<file path="src/rtl/mem_ctrl_pkg.sv">
// Shared sizes and types for the two-client burst memory arbiter.
package mem_ctrl_pkg;
  localparam int BEATS  = 4;
  localparam int BEAT_W = $clog2(BEATS);
  localparam int ADDR_W = 10;
  localparam int BLK_W  = 8;
  localparam int DATA_W = 32;

  typedef enum logic [1:0] {
    IDLE  = 2'd0,
    BURST = 2'd1,
    DONE  = 2'd2
  } state_e;

  typedef enum logic {
    OWN_I = 1'b0,
    OWN_D = 1'b1
  } owner_e;
endpackage

</file>
<file path="src/rtl/mem_arbiter_if.sv">
// Cache-side handshakes and main-memory port of the arbiter, bundled as one bus.
interface mem_arbiter_if;
  import mem_ctrl_pkg::*;

  logic                i_req;
  logic [BLK_W-1:0]    i_blk;
  logic [DATA_W-1:0]   i_rdata;
  logic                i_valid;
  logic                i_done;
  logic                d_req;
  logic                d_we;
  logic [BLK_W-1:0]    d_blk;
  logic [DATA_W-1:0]   d_wdata;
  logic [DATA_W-1:0]   d_rdata;
  logic                d_valid;
  logic                d_done;
  logic [BEAT_W-1:0]   beat;
  logic [ADDR_W-1:0]   mem_addr;
  logic [DATA_W-1:0]   mem_wdata;
  logic                mem_we;
  logic [DATA_W-1:0]   mem_rdata;

  modport slave (
    input  i_req, i_blk, d_req, d_we, d_blk, d_wdata, mem_rdata,
    output i_rdata, i_valid, i_done, d_rdata, d_valid, d_done,
           beat, mem_addr, mem_wdata, mem_we
  );

  modport master (
    output i_req, i_blk, d_req, d_we, d_blk, d_wdata, mem_rdata,
    input  i_rdata, i_valid, i_done, d_rdata, d_valid, d_done,
           beat, mem_addr, mem_wdata, mem_we
  );
endinterface

</file>
<file path="src/rtl/rr_arbiter2.sv">
// Two-way round-robin grant: bit 0 = I-cache, bit 1 = D-cache; last = 1 when D was served last.
module rr_arbiter2 (
  input  logic [1:0] req,
  input  logic       last,
  output logic [1:0] grant
);
  always_comb begin
    grant = 2'b00;
    if (req == 2'b11) begin
      grant = last ? 2'b01 : 2'b10;
    end else begin
      grant = req;
    end
  end
endmodule

</file>
<file path="src/rtl/mem_arbiter.sv">
// Arbitrates I-cache refills and D-cache refill/write-back bursts onto one main-memory port.
//   state | meaning
//   IDLE  | no owner; sample requests, grant round-robin
//   BURST | four beats to/from memory for the latched owner
//   DONE  | one-cycle done pulse to the owner
module mem_arbiter
  import mem_ctrl_pkg::*;
(
  input  logic         clk,
  input  logic         rst,
  mem_arbiter_if.slave bus
);
  state_e              state_q, state_d;
  logic [BEAT_W-1:0]   beat_q, beat_d;
  logic [BLK_W-1:0]    blk_q, blk_d;
  owner_e              owner_q, owner_d;
  logic                we_q, we_d;
  owner_e              last_q, last_d;
  logic [1:0]          grant;

  rr_arbiter2 u_rr (
    .req   ({bus.d_req, bus.i_req}),
    .last  (last_q == OWN_D),
    .grant (grant)
  );

  always_ff @(posedge clk or posedge rst) begin
    if (rst) begin
      state_q <= IDLE;
      beat_q  <= '0;
      blk_q   <= '0;
      owner_q <= OWN_I;
      we_q    <= 1'b0;
      last_q  <= OWN_I;
    end else begin
      state_q <= state_d;
      beat_q  <= beat_d;
      blk_q   <= blk_d;
      owner_q <= owner_d;
      we_q    <= we_d;
      last_q  <= last_d;
    end
  end

  always_comb begin
    state_d = state_q;
    beat_d  = beat_q;
    blk_d   = blk_q;
    owner_d = owner_q;
    we_d    = we_q;
    last_d  = last_q;
    case (state_q)
      IDLE: begin
        if (grant != 2'b00) begin
          state_d = BURST;
          beat_d  = '0;
          if (grant[1]) begin
            owner_d = OWN_D;
            blk_d   = bus.d_blk;
            we_d    = bus.d_we;
            last_d  = OWN_D;
          end else begin
            owner_d = OWN_I;
            blk_d   = bus.i_blk;
            we_d    = 1'b0;
            last_d  = OWN_I;
          end
        end
      end
      BURST: begin
        // natural 2-bit overflow brings beat back to 0 as the burst ends
        beat_d = beat_q + BEAT_W'(1);
        if (beat_q == BEAT_W'(BEATS - 1)) begin
          state_d = DONE;
        end
      end
      DONE:    state_d = IDLE;
      default: state_d = IDLE;
    endcase
  end

  always_comb begin
    bus.i_rdata   = '0;
    bus.i_valid   = 1'b0;
    bus.i_done    = 1'b0;
    bus.d_rdata   = '0;
    bus.d_valid   = 1'b0;
    bus.d_done    = 1'b0;
    bus.mem_we    = 1'b0;
    bus.mem_wdata = '0;
    bus.beat      = beat_q;
    bus.mem_addr  = {blk_q, beat_q};
    case (state_q)
      BURST: begin
        if (owner_q == OWN_D) begin
          bus.d_valid = 1'b1;
          if (we_q) begin
            bus.mem_we    = 1'b1;
            bus.mem_wdata = bus.d_wdata;
          end else begin
            bus.d_rdata = bus.mem_rdata;
          end
        end else begin
          bus.i_valid = 1'b1;
          bus.i_rdata = bus.mem_rdata;
        end
      end
      DONE: begin
        if (owner_q == OWN_D) begin
          bus.d_done = 1'b1;
        end else begin
          bus.i_done = 1'b1;
        end
      end
      default: ;
    endcase
  end
endmodule

</file>
<file path="src/flat_wrapper.sv">
// flat-port wrapper written by rule: the top's interface ports become plain ports
module mem_arbiter_flat import mem_ctrl_pkg::*;
  (clk, rst, bus_i_req, bus_i_blk, bus_d_req, bus_d_we, bus_d_blk, bus_d_wdata, bus_mem_rdata, bus_i_rdata, bus_i_valid, bus_i_done, bus_d_rdata, bus_d_valid, bus_d_done, bus_beat, bus_mem_addr, bus_mem_wdata, bus_mem_we);
  mem_arbiter_if bus_i ();
  input  logic clk;
  input  logic rst;
  input wire logic [$bits(bus_i.i_req)-1:0] bus_i_req;
  input wire logic [$bits(bus_i.i_blk)-1:0] bus_i_blk;
  input wire logic [$bits(bus_i.d_req)-1:0] bus_d_req;
  input wire logic [$bits(bus_i.d_we)-1:0] bus_d_we;
  input wire logic [$bits(bus_i.d_blk)-1:0] bus_d_blk;
  input wire logic [$bits(bus_i.d_wdata)-1:0] bus_d_wdata;
  input wire logic [$bits(bus_i.mem_rdata)-1:0] bus_mem_rdata;
  output wire logic [$bits(bus_i.i_rdata)-1:0] bus_i_rdata;
  output wire logic [$bits(bus_i.i_valid)-1:0] bus_i_valid;
  output wire logic [$bits(bus_i.i_done)-1:0] bus_i_done;
  output wire logic [$bits(bus_i.d_rdata)-1:0] bus_d_rdata;
  output wire logic [$bits(bus_i.d_valid)-1:0] bus_d_valid;
  output wire logic [$bits(bus_i.d_done)-1:0] bus_d_done;
  output wire logic [$bits(bus_i.beat)-1:0] bus_beat;
  output wire logic [$bits(bus_i.mem_addr)-1:0] bus_mem_addr;
  output wire logic [$bits(bus_i.mem_wdata)-1:0] bus_mem_wdata;
  output wire logic [$bits(bus_i.mem_we)-1:0] bus_mem_we;
  assign bus_i.i_req = bus_i_req;
  assign bus_i.i_blk = bus_i_blk;
  assign bus_i.d_req = bus_d_req;
  assign bus_i.d_we = bus_d_we;
  assign bus_i.d_blk = bus_d_blk;
  assign bus_i.d_wdata = bus_d_wdata;
  assign bus_i.mem_rdata = bus_mem_rdata;
  assign bus_i_rdata = bus_i.i_rdata;
  assign bus_i_valid = bus_i.i_valid;
  assign bus_i_done = bus_i.i_done;
  assign bus_d_rdata = bus_i.d_rdata;
  assign bus_d_valid = bus_i.d_valid;
  assign bus_d_done = bus_i.d_done;
  assign bus_beat = bus_i.beat;
  assign bus_mem_addr = bus_i.mem_addr;
  assign bus_mem_wdata = bus_i.mem_wdata;
  assign bus_mem_we = bus_i.mem_we;
  mem_arbiter u_core (.clk(clk), .rst(rst), .bus(bus_i));
endmodule
</file>
<file path="config.mk">
export PLATFORM = sky130hd
export DESIGN_NAME = mem_arbiter_flat
export DESIGN_NICKNAME = d
export VERILOG_FILES = /design/src/rtl/mem_ctrl_pkg.sv /design/src/rtl/mem_arbiter_if.sv /design/src/rtl/rr_arbiter2.sv /design/src/rtl/mem_arbiter.sv /design/src/flat_wrapper.sv
export SDC_FILE = /design/constraint.sdc
export NUM_CORES = 1
export LEC_CHECK = 0
export CORE_MARGIN = 1.5
export CORE_UTILIZATION = 26
export DETAILED_ROUTE_END_ITERATION = 6
export GPL_TIMING_DRIVEN = 1
export PLACE_DENSITY = 0.87
export SLEW_MARGIN = 20
export SYNTH_ARGS = -nofsm -noshare
export SYNTH_HDL_FRONTEND = slang
export SYNTH_SLANG_ARGS = --single-unit
</file>
<file path="constraint.sdc">
create_clock -name clk -period 3.3 [get_ports clk]
set_clock_uncertainty 0.1 [all_clocks]
set_input_delay 0.99 -clock clk [delete_from_list [all_inputs] [get_ports clk]]
set_output_delay 0.99 -clock clk [all_outputs]
set_load 0.05 [all_outputs]
</file>
==> run summary, run 1 <==
The number of detailed-route iterations in the first pass came out at 4. The reg-to-reg critical path startpoint is u_core.last_q$_DFFE_PP0P_. The cell sitting at the root of the clock tree is a clkbuf_8. The number of diodes is 0. Summing over every cut layer, the via total after detailed routing is between 1,500 and 2,000. The total track usage is 0.264. The final-report max-slew violation count is 0. The number of buffers inserted during clock tree synthesis came out at 3. The Yosys warning count came out at 0.

The worst-case IR drop observed on VDD is between 0.8 and 0.9 mV. Setup repair after global routing left no endpoint under its margin. The dominant delay contributor by cell family on the critical path is buffers and inverters. The number of different library cells used by synthesis comes to 25. Summing all non-filler instances in the final layout gives an area of 4450 um2. CTS built an H-tree with a depth of 1. Routability-driven placement finished with a final weighted congestion of between 0.8 and 0.9.

The total count of hold-check failures in the final report is 0. In the post-synthesis netlist, the biggest area contributors are and2_1 (45%), dfrtp_1 (25%), mux2_4 (8.6%). The flow ran to the end, and the final reports show no timing, DRC or antenna violations. TritonCTS built the clock tree.

The instance area after placement came out at 4400 um2. The worst register-to-register path has a setup slack of around 1500 ps. The post-route clock period utilization came out at 0.918.

The clock tree buffer depth came out at 2. The remaining max-slew budget at the tightest pin is 0.629. The synthesis-stage register bit count came out at 14.

The maximum number of pins on one net before global-route repair is 34. The area growth from synthesis to layout is 218%. The number of standard cells after synthesis came out at 164. The clock latency on the worst-skew pair is between 200 and 250 ps. The number of antenna violations at the first check in global routing is 0. The setup slack at placement came out at 357 ps. The violation count after the first detailed-routing iteration came out at 37. The static leakage is 1.89 nW. The number of maximum-capacitance constraint violations is 0. The net count after synthesis is between 200 and 300.

In this run the mean area of a mapped cell was 8.54 um2. The final routed wire length divided by cell count came out at approximately 18 um. STA classifies the critical path startpoint as a register. For this configuration, the core starts out at a cell density of 0.272. Following the worst setup path forward leads to its endpoint at bus_d_valid. The number of flops mapped to enable cells by yosys is 0.

The fill cell total of the finished layout is ~260. Buffers placed on the I/O ports in this run total 197. Power spread over the standard cell area amounts to approximately 990 nW/um2.

STA puts the critical path data required time at 2210 ps. The area of the placeable core is just over 5000 um2. Clock tree synthesis found a total of 14 sinks. After global routing the overflow that remains totals 0.

The most utilized layer in the global route result is met2. The maximum operating frequency is 330 MHz. The arrival time of data at the critical path endpoint is ~1900 ps.

Using the TritonRoute via totals, the vias-per-cell ratio works out to approximately 4.5. In this run the vertical extent of the chip is between 70 and 80 um. The endpoint identified for the worst register-to-register timing path is u_core.blk_q[1]$_DFFE_PP0P_.

STA classifies the critical path endpoint as a primary output. The startpoint-to-endpoint class of the critical path is register to primary output. In this run the post-CTS setup repair buffer count came out at 0. The proportion of layout cells with a drive suffix above 1 is 0.351. The aggregate negative setup slack is 0 ps.

In this run the worst setup path begins at u_core.state_q[0]$_DFFE_PP0P_. Pin placement for this block handled 198 I/O pins. Clock-pin slew was measured on the worst setup and hold paths at about 60 ps. The wire length of the first global-routing pass came out at 12,000 um. The critical path buffer and inverter count is 1. The slowest stage of the critical path belongs to the cell clkdlybuf4s50_1. For this run, global-route usage on met3 was measured as 0.0874. The number of cell rows is 26. The post-detailed-route DRC marker count came out at 0. The pin slew with the least headroom to its limit is 557 ps. The proportion of netlist area held by the largest area contributor came out at 0.447. The largest total area in the synthesized netlist belongs to and2_1. Setup violations remaining at the end of the flow were counted as 0. The met1 layer usage reported by global route came out at 0.248. The number of global-route vias before repair is approximately 2,100. The number of buffers inserted by hold repair at cts came out at 0. The largest single stage delay on the critical path is ~830 ps. The logic depth of the worst path, buffers included came out at 3. Along the worst path, the maximum fanout reaches 5. The final layout contains about 440 nets. The depth of the worst register-to-register path came out at 3. The detailed placement HPWL came out at between 6000 and 7000 um. Gates resized during post-CTS repair numbered 0. The fraction of registers with async set/reset came out at 1.00. The post-synthesis sequential area ratio came out at 0.250. The count of nets left with antenna violations once routing finished came out at 0. Traced cell by cell, the critical path runs through nor2b_1 > and2_1 > clkdlybuf4s50_1. Counting I/O delays and the setup requirement, the final critical path takes 3030 ps. The x dimension of the die is 76.4 um. The class of the tightest hold or removal check is register to register.

The met2 usage in global routing came out at 0.534. The total wire length after detailed routing is about 8000 um. The commonest register cell after synthesis is dfrtp_1. The full die area came out at ~5800 um2. The synthesized netlist occupies a cell area of 1400 um2. The smallest setup slack after layout is 272 ps.
==> layout by cell type, fill, tap and decap left out, types with 2 or more instances in the layout <==
cell type and count:
o21ai_0 2, buf_12 98, mux2_4 8, nor2_1 3, clkbuf_8 4, dfrtp_1 14
and2_1 100, clkdlybuf4s50_1 99, buf_4 5, mux2_2 8
==> how the worst min path moves through the flow <==
stage	startpoint	endpoint	slack (ps)	cells after the start
global route	u_core.blk_q[7]$_DFFE_PP0P_	u_core.blk_q[7]$_DFFE_PP0P_	440	1
detailed placement	u_core.blk_q[7]$_DFFE_PP0P_	u_core.blk_q[7]$_DFFE_PP0P_	390	1
floorplan	u_core.we_q$_DFFE_PP0P_	u_core.we_q$_DFFE_PP0P_	390	1
CTS	u_core.blk_q[7]$_DFFE_PP0P_	u_core.blk_q[7]$_DFFE_PP0P_	410	1
global placement	u_core.blk_q[2]$_DFFE_PP0P_	u_core.blk_q[2]$_DFFE_PP0P_	390	1
finish	u_core.blk_q[7]$_DFFE_PP0P_	u_core.blk_q[7]$_DFFE_PP0P_	400	1
==> cell usage after synthesis (2+ instances only) <==
| master | number |
|---|---|
| mux2_4 | 8 |
| dfrtp_1 | 14 |
| clkbuf_1 | 7 |
| buf_6 | 2 |
| buf_2 | 3 |
| o21ai_0 | 2 |
| and2_1 | 100 |
| mux2_2 | 8 |
| nor2_1 | 3 |
| buf_4 | 2 |
==> flip-flops by register name, indices dropped and copies added (netlist names) <==
register / count
u_core.blk_q: 8
u_core.state_q: 2
u_core.last_q: 1
u_core.bus.beat: 2
u_core.we_q: 1
==> final cells by class <==
class | count | area [um2] | area share
timing repair buffer | 202 | 2990 | 0.671
multi-input combinational | 135 | 967 | 0.217
sequential | 14 | 350 | 0.0787
tap | 70 | 87.6 | 0.0197
clock buffer | 4 | 55.1 | 0.0124
inverter | 1 | 3.75 | 0.000843
==> stage by stage <==
stage	cells	hold slack [ps]	total power, W	util
floorplan	164	391	0.00235	-
global route	426	442	0.00454	0.867
global placement	422	388	0.00417	0.856
finish	426	402	0.00441	0.867
detailed placement	422	394	0.00426	0.856
CTS	426	407	0.00443	0.867
==> power breakdown <==
part	leakage, nW	internal, W	switching [W]
combinational	1.69	0.00173	0.00218
clock	0.0288	0.000106	0.0000619
sequential	0.167	0.000258	0.0000744
total	1.89	0.00210	0.00231
==> worst reg2reg max path, cell delays in order, from the launching register on <==
cell     delay (ps)
dfrtp_1         470
a21bo_1         480
mux2_4          350
mux2_2          260
==> kinds of logic (layout without fill, tap and decap cells) <==
family | after synthesis | in the layout | share of synthesized area
simple gates | 110 | 110 | 0.492
mux | 16 | 16 | 0.150
buf+inv | 15 | 207 | 0.0590
flops | 14 | 14 | 0.250
compound gates | 8 | 8 | 0.0402
fa+ha+maj | 1 | 1 | 0.00894
==> metal layers <==
layer / share of wire / up-vias
met5: 0 / -
met4: 0.021 / 0
met3: 0.086 / 12
met2: 0.58 / 116
met1: 0.32 / 906
li1: - / 897
No activity file was read; power rests on OpenSTA's default activity.
==> inputs of run 2 (changes only) <==
--- a/config.mk
+++ b/config.mk
@@ -5,11 +5,14 @@
 export SDC_FILE = /design/constraint.sdc
 export NUM_CORES = 1
 export LEC_CHECK = 0
+export ABC_AREA = 1
 export CORE_MARGIN = 1.5
-export CORE_UTILIZATION = 26
+export CORE_UTILIZATION = 29
 export DETAILED_ROUTE_END_ITERATION = 6
 export GPL_TIMING_DRIVEN = 1
-export PLACE_DENSITY = 0.87
+export PLACE_DENSITY = 0.89
+export RECOVER_POWER = 25
+export SKIP_LAST_GASP = 1
 export SLEW_MARGIN = 20
 export SYNTH_ARGS = -nofsm -noshare
 export SYNTH_HDL_FRONTEND = slang
==> run 2 against run 1 <==
Net effect:
- fmax fell by 1.0%
- synthesized area rose by 14%
- final cell count rose by 27%
- synthesized cell count rose by 71%
- non-clock buffer count fell by 4
- via count rose by 24%
- combinational power fell by 6.1%
- hold slack got worse by 21 ps
- critical path type unchanged
- highest routed layer unchanged
==> run summary, run 2 <==
The number of cell rows is 26. The total track usage came out at 0.283. The final routed wire length divided by cell count is about 16 um. Ranked by instance count, the synthesized netlist is headed by inv_1 (90), nor2_1 (70), nand2_1 (33). After clock tree synthesis, the repair step resized 0 gates.

The biggest cell delay along the critical path is ~380 ps. The most repeated cell in the gate-level netlist after synthesis is inv_1. The per-cell via count in the routed design is roughly 4.4. The clock passes through at most 2 buffers. At the worst endpoint, the arrival time is around 2000 ps.

The number of I/O pins is ~200. The total clock sinks came out at 14. The global placement routability congestion is a little under 0.8. The number of detailed-route iterations in the first pass is 5. Once detail routing completed, the nets flagged for antenna violations numbered 0. The largest fanout on the critical path came out at 33.

The final-report max-slew violation count is 0. The number of buffers inserted during clock tree synthesis is 3. In the final layout, the share of cells above drive strength 1 is 0.294. The chip height came out at 77.1 um. The instance area after placement came out at approximately 4500 um2. Dividing the synthesized area by the synthesized cell count gives roughly 5.7 um2. The total wire length after detailed routing came out at between 8000 and 9000 um.

The total of buffers placed on input and output ports came out at 197. In the synthesized netlist the async set-or-reset flop fraction comes to 1.00. In this run the horizontal extent of the chip is between 70 and 80 um. The worst setup path is captured at a primary output. The layout overhead on the synthesized area is 185%.

Counting stages on the worst path, the most repeated cell is inv_1. The number of nets in the layout is 557. Counting both buffers and inverters, the worst setup path holds a total of 3. Of the post-synthesis cell area, the dominant cell type holds 0.220. The post-route clock period utilization is 0.927.

TritonCTS built the clock tree. The post-synthesis sequential area ratio is 0.220. Traced cell by cell, the critical path runs through inv_1 > nand2_4 > inv_1 > nand2_2 > nor2_1 > buf_12. The detailed placement HPWL is 7320 um. The violation count after the first detailed-routing iteration came out at 93. The biggest area consumer among synthesized cells is dfrtp_1. Counting every net in the synthesized netlist gives around 370. The number of buffers inserted by hold repair at cts is 0. The final instance area came out at between 4000 and 5000 um2. The path class of the tightest hold or removal check is register to register. Counting flops per register, the top entry is u_core.blk_q. In the post-route analysis, the smallest setup slack over all paths is ~240 ps. In this run, placement finished with an instance count of 536. The Yosys warning count came out at 0. The number of standard cells after synthesis came out at between 200 and 300. Ranked by total cell area, the synthesized netlist is headed by dfrtp_1 (22%), inv_1 (21%), nor2_1 (17%). The element type at the critical path start is a register.

The total vias in the final route came out at between 2,000 and 2,500. The maximum number of pins on one net before global-route repair is 34. The largest vdd supply drop is approximately 0.73 mV. The most common cell after layout, fill and taps aside is buf_12. The wire length of the first global-routing pass is about 13,000 um. The number of flops mapped to enable cells by yosys came out at 0. The filler cells instantiated in the layout total 232.

The library cells used most frequently in the layout, excluding fill and tap cells, are buf_12 (96), inv_1 (90), clkdlybuf4s50_1 (87). In the synthesized netlist the dominant register cell turns out to be dfrtp_1. Across the run, the number of max-cap violations was 0.

The netlist area before placement came out at about 1600 um2. The setup slack at placement came out at 289 ps. The worst hold slack came out at between 300 and 400 ps.

The post-synthesis cell type count came out at 16. The analysis attributes to cell leakage a power of between 2 and 2.5 nW. In this design, the largest share of critical-path delay is due to simple AND/OR/NAND/NOR gates.

The power density over cell area came out at 918 nW/um2. The post-detailed-route DRC marker count is 0. The total count of hold-check failures in the final report came out at 0. The post-layout instance count excluding filler cells is between 500 and 600. The aggregate negative setup slack is 0 ps. The clock latency on the worst-skew pair came out at around 240 ps. The region available for standard cell placement spans approximately 5200 um2. Post-CTS timing repair inserted 0 buffers for setup. For the worst setup path, the data required time is approximately 2200 ps. The die covers slightly below 6000 um2. The number of antenna violations at the first check in global routing came out at 0. Setup repair after global routing left no endpoint under its margin. CTS placed an instance of clkbuf_8 at the clock tree root. The count of endpoints failing setup in the final report came out at 0. The initial cell density of the core came out at 0.306. The number of global-route vias before repair came out at between 2,000 and 2,500.

By startpoint and endpoint, the worst setup path is classified as register to primary output. The slowest stage of the critical path belongs to the cell dfrtp_1. Global routing finished with a remaining overflow of 0. The clock-pin transition on the worst setup and hold timing paths is approximately 60 ps. In this run the number of H-tree levels came out at 1. 0 antenna diodes ended up in the layout.

The maximum operating frequency came out at between 300 and 400 MHz. The minimum clock period came out at 3060 ps. The flow ran to the end, and the final reports show no timing, DRC or antenna violations. The remaining max-slew budget at the tightest pin came out at 0.576.

The number of flip-flops in the largest register came out at 8. The synthesis-stage register bit count came out at 14. The pin slew with the least headroom to its limit came out at 634 ps.
-- run 2: where the power goes --
group / total, W / switching, W / leakage, nW / internal (W)
clock: 0.000165 / 0.0000598 / 0.0288 / 0.000106
combinational: 0.00367 / 0.00224 / 2.08 / 0.00144
sequential: 0.000326 / 0.0000689 / 0.172 / 0.000257
total: 0.00417 / 0.00237 / 2.28 / 0.00180
-- run 2: layout make-up --
cell class | count | area, um2 | share of cell area
clock buffers | 4 | 55.1 | 0.0121
flip-flops and latches | 14 | 350 | 0.0772
repair buffers | 198 | 2940 | 0.647
well taps | 70 | 87.6 | 0.0193
multi-input cells | 164 | 771 | 0.170
inverters | 90 | 338 | 0.0745
-- run 2: logic make-up (layout without fill, tap and decap cells) --
group,Yosys count,count (layout),synth area share
buffers and inverters,103,292,0.293
adders and majority gates,1,1,0.00787
DFF,14,14,0.220
and+or+nand+nor,160,160,0.469
AOI/OAI and AO/OA,3,3,0.00944
-- run 2: metrics by stage --
| step | total power, W | utilization |
|---|---|---|
| finish | 0.00417 | 0.872 |
| CTS | 0.00421 | 0.872 |
| floorplan | 0.00236 | - |
| global route | 0.00431 | 0.872 |
| global placement | 0.00394 | 0.862 |
| detailed placement | 0.00403 | 0.862 |
-- run 2: final timing paths --
check                                                    from                              to  slack, ps  depth (start not counted)
worst min register to register    u_core.blk_q[0]$_DFFE_PP0P_     u_core.blk_q[0]$_DFFE_PP0P_        380                          2
worst max register to register  u_core.state_q[0]$_DFFE_PP0P_         u_core.we_q$_DFFE_PP0P_       1760                          5
min in group asynchronous                                 rst  u_core.bus.beat[1]$_DFFE_PP0P_       1120                          2
max in group asynchronous                                 rst     u_core.blk_q[0]$_DFFE_PP0P_       1620                          2
worst min-delay path              u_core.blk_q[0]$_DFFE_PP0P_     u_core.blk_q[0]$_DFFE_PP0P_        380                          2
worst max-delay path            u_core.state_q[1]$_DFFE_PP0P_                 bus_i_rdata[30]        240                          6
-- run 2: tightest hold or removal path: stages (launching register included) --
cell and delay, ps:
dfrtp_1 340, nand2_1 60, nand2_1 60
-- run 2: layer usage --
layer	vias up	GRT usage	wire [um]
li1	1145	-	-
met1	1077	0.282	2880
met2	149	0.574	4880
met3	20	0.0548	621
met4	0	0.0909	225
met5	-	0	0
